**src/rtl/synth_pkg.sv**
```systemverilog
// Shared definitions for the synthesizer SPI configuration path.
package synth_pkg;

  localparam int unsigned SPI_ADDR_W = 4;
  localparam int unsigned SPI_DATA_W = 16;

  // Register map consumed by synth_top
  localparam int unsigned REG_FREQ = 0;
  localparam int unsigned REG_VOL  = 1;
  localparam int unsigned REG_WAVE = 2;
  localparam int unsigned REG_ENV  = 3;

  typedef enum logic [1:0] {
    IDLE  = 2'd0,
    SHIFT = 2'd1,
    DONE  = 2'd2
  } spi_state_e;

endpackage

```
**src/rtl/sync_edge.sv**
```systemverilog
// Multi-flop synchronizers for asynchronous SPI pad inputs.

// Plain SYNC_STAGES-deep synchronizer; INIT is the reset (idle) level.
module sync_bit #(
  parameter int unsigned SYNC_STAGES = 2,
  parameter logic        INIT        = 1'b0
) (
  input  logic clk,
  input  logic rst,
  input  logic din,
  output logic dout
);

  logic [SYNC_STAGES-1:0] sync_q;
  logic [SYNC_STAGES-1:0] sync_d;

  // Shift the raw input through the chain
  always_comb begin
    sync_d = {sync_q[SYNC_STAGES-2:0], din};
  end

  // Chain register, reset to the idle level
  always_ff @(posedge clk) begin
    if (rst) sync_q <= {SYNC_STAGES{INIT}};
    else     sync_q <= sync_d;
  end

  assign dout = sync_q[SYNC_STAGES-1];

endmodule

// Synchronizer plus one history flop giving a single-cycle rising-edge pulse.
module sync_edge #(
  parameter int unsigned SYNC_STAGES = 2
) (
  input  logic clk,
  input  logic rst,
  input  logic din,
  output logic dout,
  output logic rise
);

  logic prev_q;
  logic prev_d;

  sync_bit #(.SYNC_STAGES(SYNC_STAGES), .INIT(1'b0)) u_sync (
    .clk  (clk),
    .rst  (rst),
    .din  (din),
    .dout (dout)
  );

  // Remember last synced level for edge detection
  always_comb begin
    prev_d = dout;
  end

  // History flop
  always_ff @(posedge clk) begin
    if (rst) prev_q <= 1'b0;
    else     prev_q <= prev_d;
  end

  assign rise = dout & ~prev_q;

endmodule

```
**src/rtl/spi_reg_slave.sv**
```systemverilog
// Write-only SPI mode-0 slave holding the synthesizer register bank.
module spi_reg_slave
  import synth_pkg::*;
#(
  parameter int unsigned ADDR_W      = SPI_ADDR_W,
  parameter int unsigned DATA_W      = SPI_DATA_W,
  parameter int unsigned NUM_REGS    = 8,
  parameter int unsigned SYNC_STAGES = 2
) (
  input  logic                       clk,
  input  logic                       rst,
  input  logic                       spi_clk,
  input  logic                       spi_mosi,
  input  logic                       spi_nss,
  output logic [NUM_REGS*DATA_W-1:0] regs,
  output logic                       wr_stb,
  output logic [ADDR_W-1:0]          wr_addr,
  output logic                       addr_err
);

  localparam int unsigned FRAME_W = ADDR_W + DATA_W;
  localparam int unsigned CNT_W   = $clog2(FRAME_W + 1);
  localparam logic [CNT_W-1:0]  LAST_BIT = CNT_W'(FRAME_W - 1);
  localparam logic [ADDR_W:0]   REG_LIM  = (ADDR_W + 1)'(NUM_REGS);

  logic sclk_s, sclk_rise, mosi_s, nss_s;

  sync_edge #(.SYNC_STAGES(SYNC_STAGES)) u_sclk (
    .clk  (clk),
    .rst  (rst),
    .din  (spi_clk),
    .dout (sclk_s),
    .rise (sclk_rise)
  );

  sync_bit #(.SYNC_STAGES(SYNC_STAGES), .INIT(1'b0)) u_mosi (
    .clk  (clk),
    .rst  (rst),
    .din  (spi_mosi),
    .dout (mosi_s)
  );

  sync_bit #(.SYNC_STAGES(SYNC_STAGES), .INIT(1'b1)) u_nss (
    .clk  (clk),
    .rst  (rst),
    .din  (spi_nss),
    .dout (nss_s)
  );

  spi_state_e                 state_q, state_d;
  logic [CNT_W-1:0]           cnt_q, cnt_d;
  logic [FRAME_W-1:0]         shift_q, shift_d;
  logic [NUM_REGS*DATA_W-1:0] regs_q, regs_d;
  logic                       wr_stb_q, wr_stb_d;
  logic [ADDR_W-1:0]          wr_addr_q, wr_addr_d;
  logic                       addr_err_q, addr_err_d;

  logic [FRAME_W-1:0] frame;
  logic [ADDR_W-1:0]  f_addr;
  logic [DATA_W-1:0]  f_data;

  // Full frame as seen on the final bit: shifted history plus the current bit
  always_comb begin
    frame  = {shift_q[FRAME_W-2:0], mosi_s};
    f_addr = frame[FRAME_W-1 -: ADDR_W];
    f_data = frame[DATA_W-1:0];
  end

  // Frame FSM, shifter and commit logic; nss high always wins over a clock edge
  always_comb begin
    state_d    = state_q;
    cnt_d      = cnt_q;
    shift_d    = shift_q;
    regs_d     = regs_q;
    wr_stb_d   = 1'b0;
    wr_addr_d  = wr_addr_q;
    addr_err_d = addr_err_q;
    unique case (state_q)
      IDLE: begin
        if (!nss_s) begin
          state_d = SHIFT;
          cnt_d   = '0;
        end
      end
      SHIFT: begin
        if (nss_s) begin
          state_d = IDLE;
        end else if (sclk_rise) begin
          shift_d = frame;
          cnt_d   = cnt_q + CNT_W'(1);
          if (cnt_q == LAST_BIT) begin
            state_d = DONE;
            if ({1'b0, f_addr} < REG_LIM) begin
              for (int unsigned i = 0; i < NUM_REGS; i++) begin
                if (f_addr == i[ADDR_W-1:0]) regs_d[i*DATA_W +: DATA_W] = f_data;
              end
              wr_addr_d = f_addr;
              wr_stb_d  = 1'b1;
            end else begin
              addr_err_d = 1'b1;
            end
          end
        end
      end
      DONE: begin
        if (nss_s) state_d = IDLE;
      end
      default: state_d = IDLE;
    endcase
  end

  // State and register bank
  always_ff @(posedge clk) begin
    if (rst) begin
      state_q    <= IDLE;
      cnt_q      <= '0;
      shift_q    <= '0;
      regs_q     <= '0;
      wr_stb_q   <= 1'b0;
      wr_addr_q  <= '0;
      addr_err_q <= 1'b0;
    end else begin
      state_q    <= state_d;
      cnt_q      <= cnt_d;
      shift_q    <= shift_d;
      regs_q     <= regs_d;
      wr_stb_q   <= wr_stb_d;
      wr_addr_q  <= wr_addr_d;
      addr_err_q <= addr_err_d;
    end
  end

  assign regs     = regs_q;
  assign wr_stb   = wr_stb_q;
  assign wr_addr  = wr_addr_q;
  assign addr_err = addr_err_q;

  // Synced spi_clk level is only consumed through its edge pulse
  logic unused_sclk;
  assign unused_sclk = sclk_s;

endmodule

```
**config.mk**
```make
export PLATFORM = sky130hd
export DESIGN_NAME = spi_reg_slave
export DESIGN_NICKNAME = d
export VERILOG_FILES = /design/src/rtl/synth_pkg.sv /design/src/rtl/sync_edge.sv /design/src/rtl/spi_reg_slave.sv
export SDC_FILE = /design/constraint.sdc
export NUM_CORES = 1
export LEC_CHECK = 0
export ABC_AREA = 1
export BUFFER_PORTS_ARGS = -buffer_cell sky130_fd_sc_hd__clkbuf_2
export CAP_MARGIN = 10
export CORE_MARGIN = 2
export CORE_UTILIZATION = 30
export DETAILED_ROUTE_END_ITERATION = 7
export PLACE_DENSITY = 0.53
export SKIP_CTS_REPAIR_TIMING = 1
export SLEW_MARGIN = 20
export SYNTH_ARGS = -nofsm -noshare
export SYNTH_HDL_FRONTEND = slang
export SYNTH_SLANG_ARGS = --single-unit
```
**constraint.sdc**
```tcl
create_clock -name clk -period 1.5 [get_ports clk]
set_input_delay 0.15 -clock clk [delete_from_list [all_inputs] [get_ports clk]]
set_output_delay 0.15 -clock clk [all_outputs]
set_load 0.02 [all_outputs]
```
==> results.md <==
* CP startpoint kind: flop
* Clock buffer depth at 2
* RePlAce Congestion at 0.7606
* Synthesis Warnings at 0
* GRT Util Overall at 16.65%
* Post-Syn Instances at 899
* Post-synth top flop: dfxtp_1
* GR Overflow Total at 0
* Initial antenna violation count at 0
* First-pass GRT wire length at 31280 um
* Worst hold stages at 3
* Synthesis-to-finish area growth at 37.77%
* CP dominant cell by count: clkbuf_16
* Post-synth top area cell: dfxtp_1
* Mapped Area at 6870 um^2
* Largest cells by area after synthesis: dfxtp_1 (49%), a21oi_1 (11%), nand3_1 (9.8%), nor2_1 (8.1%), nand2_1 (7.8%)
* Post-synth top cells: dfxtp_1 (167), a21oi_1 (148), nor2_1 (148)
* Unrepaired setup endpoints after global routing: true
* Top cell family by delay on the critical path: buffers and inverters
* Cts bufs inserted at 17
* PortBufs at 138
* Clk Latency, worst-skew pair at 430 ps
* WL/cell at 15.87 um
* Period utilization at 109.4%
* Worst path cell trace: ha_4 -> nand2_2 -> inv_2 -> nand3_4 -> nor2_4 -> buf_12 -> clkbuf_16 -> clkbuf_16 -> nand3_1 -> nand2_1 -> nor2_1
* Unique cell type count in the Yosys netlist at 28
* Critical setup path kind: reg -> reg
* Synthesized area per cell at 7.642 um^2
* Clk sinks at 167
* FF+latch count, synth at 167
* Cell with the most instances after synthesis: dfxtp_1
* Pre-CTS WS at -63.58 ps
* Die W at 155.3 um
* Routed length on met1 at 10530 um
* Final core utilization at 41.93%
* CP Capture Type: flop
* CTS tree: yes
* FMAX at 609.5 MHz
* ANT nets after route at 0
* Area of the core at 22570 um^2
* Pre-Repair DR Iteration Count at 5
* R2R cell count at 11
* Lkg Pwr at 0.003859 uW
* Pwr dens at 956.8 nW/um^2
* Ant diodes at 0
* Initial Util at 30.44%
* DR vias at 6476
* Drt total wl at 21550 um
* Area share of the largest cell type after synthesis at 48.66%
* Routed wl met2 at 9676 um
* Critical Path Max Stage Delay at 350 ps
* Io pins at 139
* Post-synthesis async set-or-reset flop share at 0%
* CTS HTree Levels at 4
* Top Metal Used: met4
* First-iteration detailed-routing DRC count at 414
* DRC viols at 0
* Failing checks: negative setup slack
* Net Count, Synth at 905
* Max_slew headroom at 60.59%
* DIE AREA at 24130 um^2
* Endpoints failing hold at 0
* Post-Route Skew at 12.57 ps
* DIE HEIGHT at 155.3 um
* Run status: finished with violations
* Met3 WL post-DR at 1083 um
* Vias in the first global route at 5391
* Count of non-filler cells in the finished layout at 1358
* Max-slew violations at 0
* Hold WC Path Type: in -> reg
* Largest net degree at the start of global routing at 49
* # nets final at 1066
* Root buffer cell: clkbuf_16
* MaxCap Viol Count at 0
* Setup ws final at -140.6 ps
* FP Rows at 55
* Peak supply drop at 616.3 uV
* Number of flops mapped to enable cells by yosys at 0
* Finish-stage setup viols at 127
* Clock transition at path regs at 70 ps
* WP data arrival at 1960 ps
* Worst slew pin tran at 587.5 ps
* Overall power at 9056 uW
* Final min period at 1641 ps
* DP Wirelength at 13230 um
* Dpl cells at 1297
* Sequential fraction of the synthesis area at 48.66%
* WP depth at 11
* Via density at 4.769
* Critical path's slowest cell: dfxtp_2
* Crit path max fanout at 8
* Critical path buffer and inverter count at 4
* Share of layout cells above drive strength 1 at 30.57%
* Req. time, crit path at 1820 ps
## per-layer routing
layer,GRT usage [%],vias up
met5,0,-
met4,3.277,0
met3,4.178,18
met2,25.20,160
met1,24.06,2994
li1,-,3304
## sequential cells by signal (all words and copies together), names as in the netlist, 2 cells and up
name,cells
cnt_q,5
regs,128
shift_q,19
state_q,2
u_mosi.sync_q,2
u_nss.sync_q,2
u_sclk.u_sync.sync_q,2
wr_addr,4
## tightest hold or removal path: stages
cell and delay, ps:
clkbuf_2 120, buf_4 170, nor2_1 50
## power breakdown
| part | switching, uW | leakage [uW] | internal, uW |
|---|---|---|---|
| sequential | 6.55 | 0.00135 | 4440 |
| clock | 1910 | 0.000273 | 2440 |
| combinational | 160 | 0.00224 | 93.5 |
## cell usage in the layout (no fill, tap or decap), types with 5 or more instances in the layout
cell type and n:
nor3_4 8, clkbuf_2 138, buf_6 5, nand2_2 10
dfxtp_1 165, a21oi_2 11, nand3_2 38, buf_12 22
clkinv_1 15, a21oi_1 141, clkbuf_16 29, o21ai_0 22
buf_4 30, clkinvlp_4 5, inv_1 15, nor2_1 147
nand2_1 132, nand3_1 95
## cell families after synthesis
logic type,synth area share [%]
AOI/OAI and AO/OA,13.22
adders and majority gates,0.1821
buffers and inverters,9.215
DFF,48.66
and+or+nand+nor,28.72
## metrics by stage
step	hold WS [ps]	cell area, um^2	setup TNS, ps
2_1_floorplan	253.8	6898	0
3_3_place_gp	338.2	8094	-2470
3_5_place_dp	336.4	8094	-4163
4_1_cts	-115.8	8680	-6289
5_1_grt	111.9	9465	-18180
6_report	95.59	9465	-7769
## path summary, 6_finish.rpt
kind | startpoint | to | slack [ps]
max | cnt_q[0] | regs[123] | -140
min | rst | u_sclk.u_sync.sync_q[0] | 100
max reg2reg | cnt_q[0] | regs[123] | -140
min reg2reg | u_sclk.u_sync.sync_q[0] | u_sclk.u_sync.sync_q[1] | 400
## layout make-up
cell class	count	area (um^2)
fill	2323	13110
sequential	167	3346
multi-input combinational	624	3196
timing repair buffer	215	1843
clock buffer	20	466.7
tap	285	356.6
inverter	35	138.9
clock inverter	12	118.9
(Power assumes the default switching activity.)
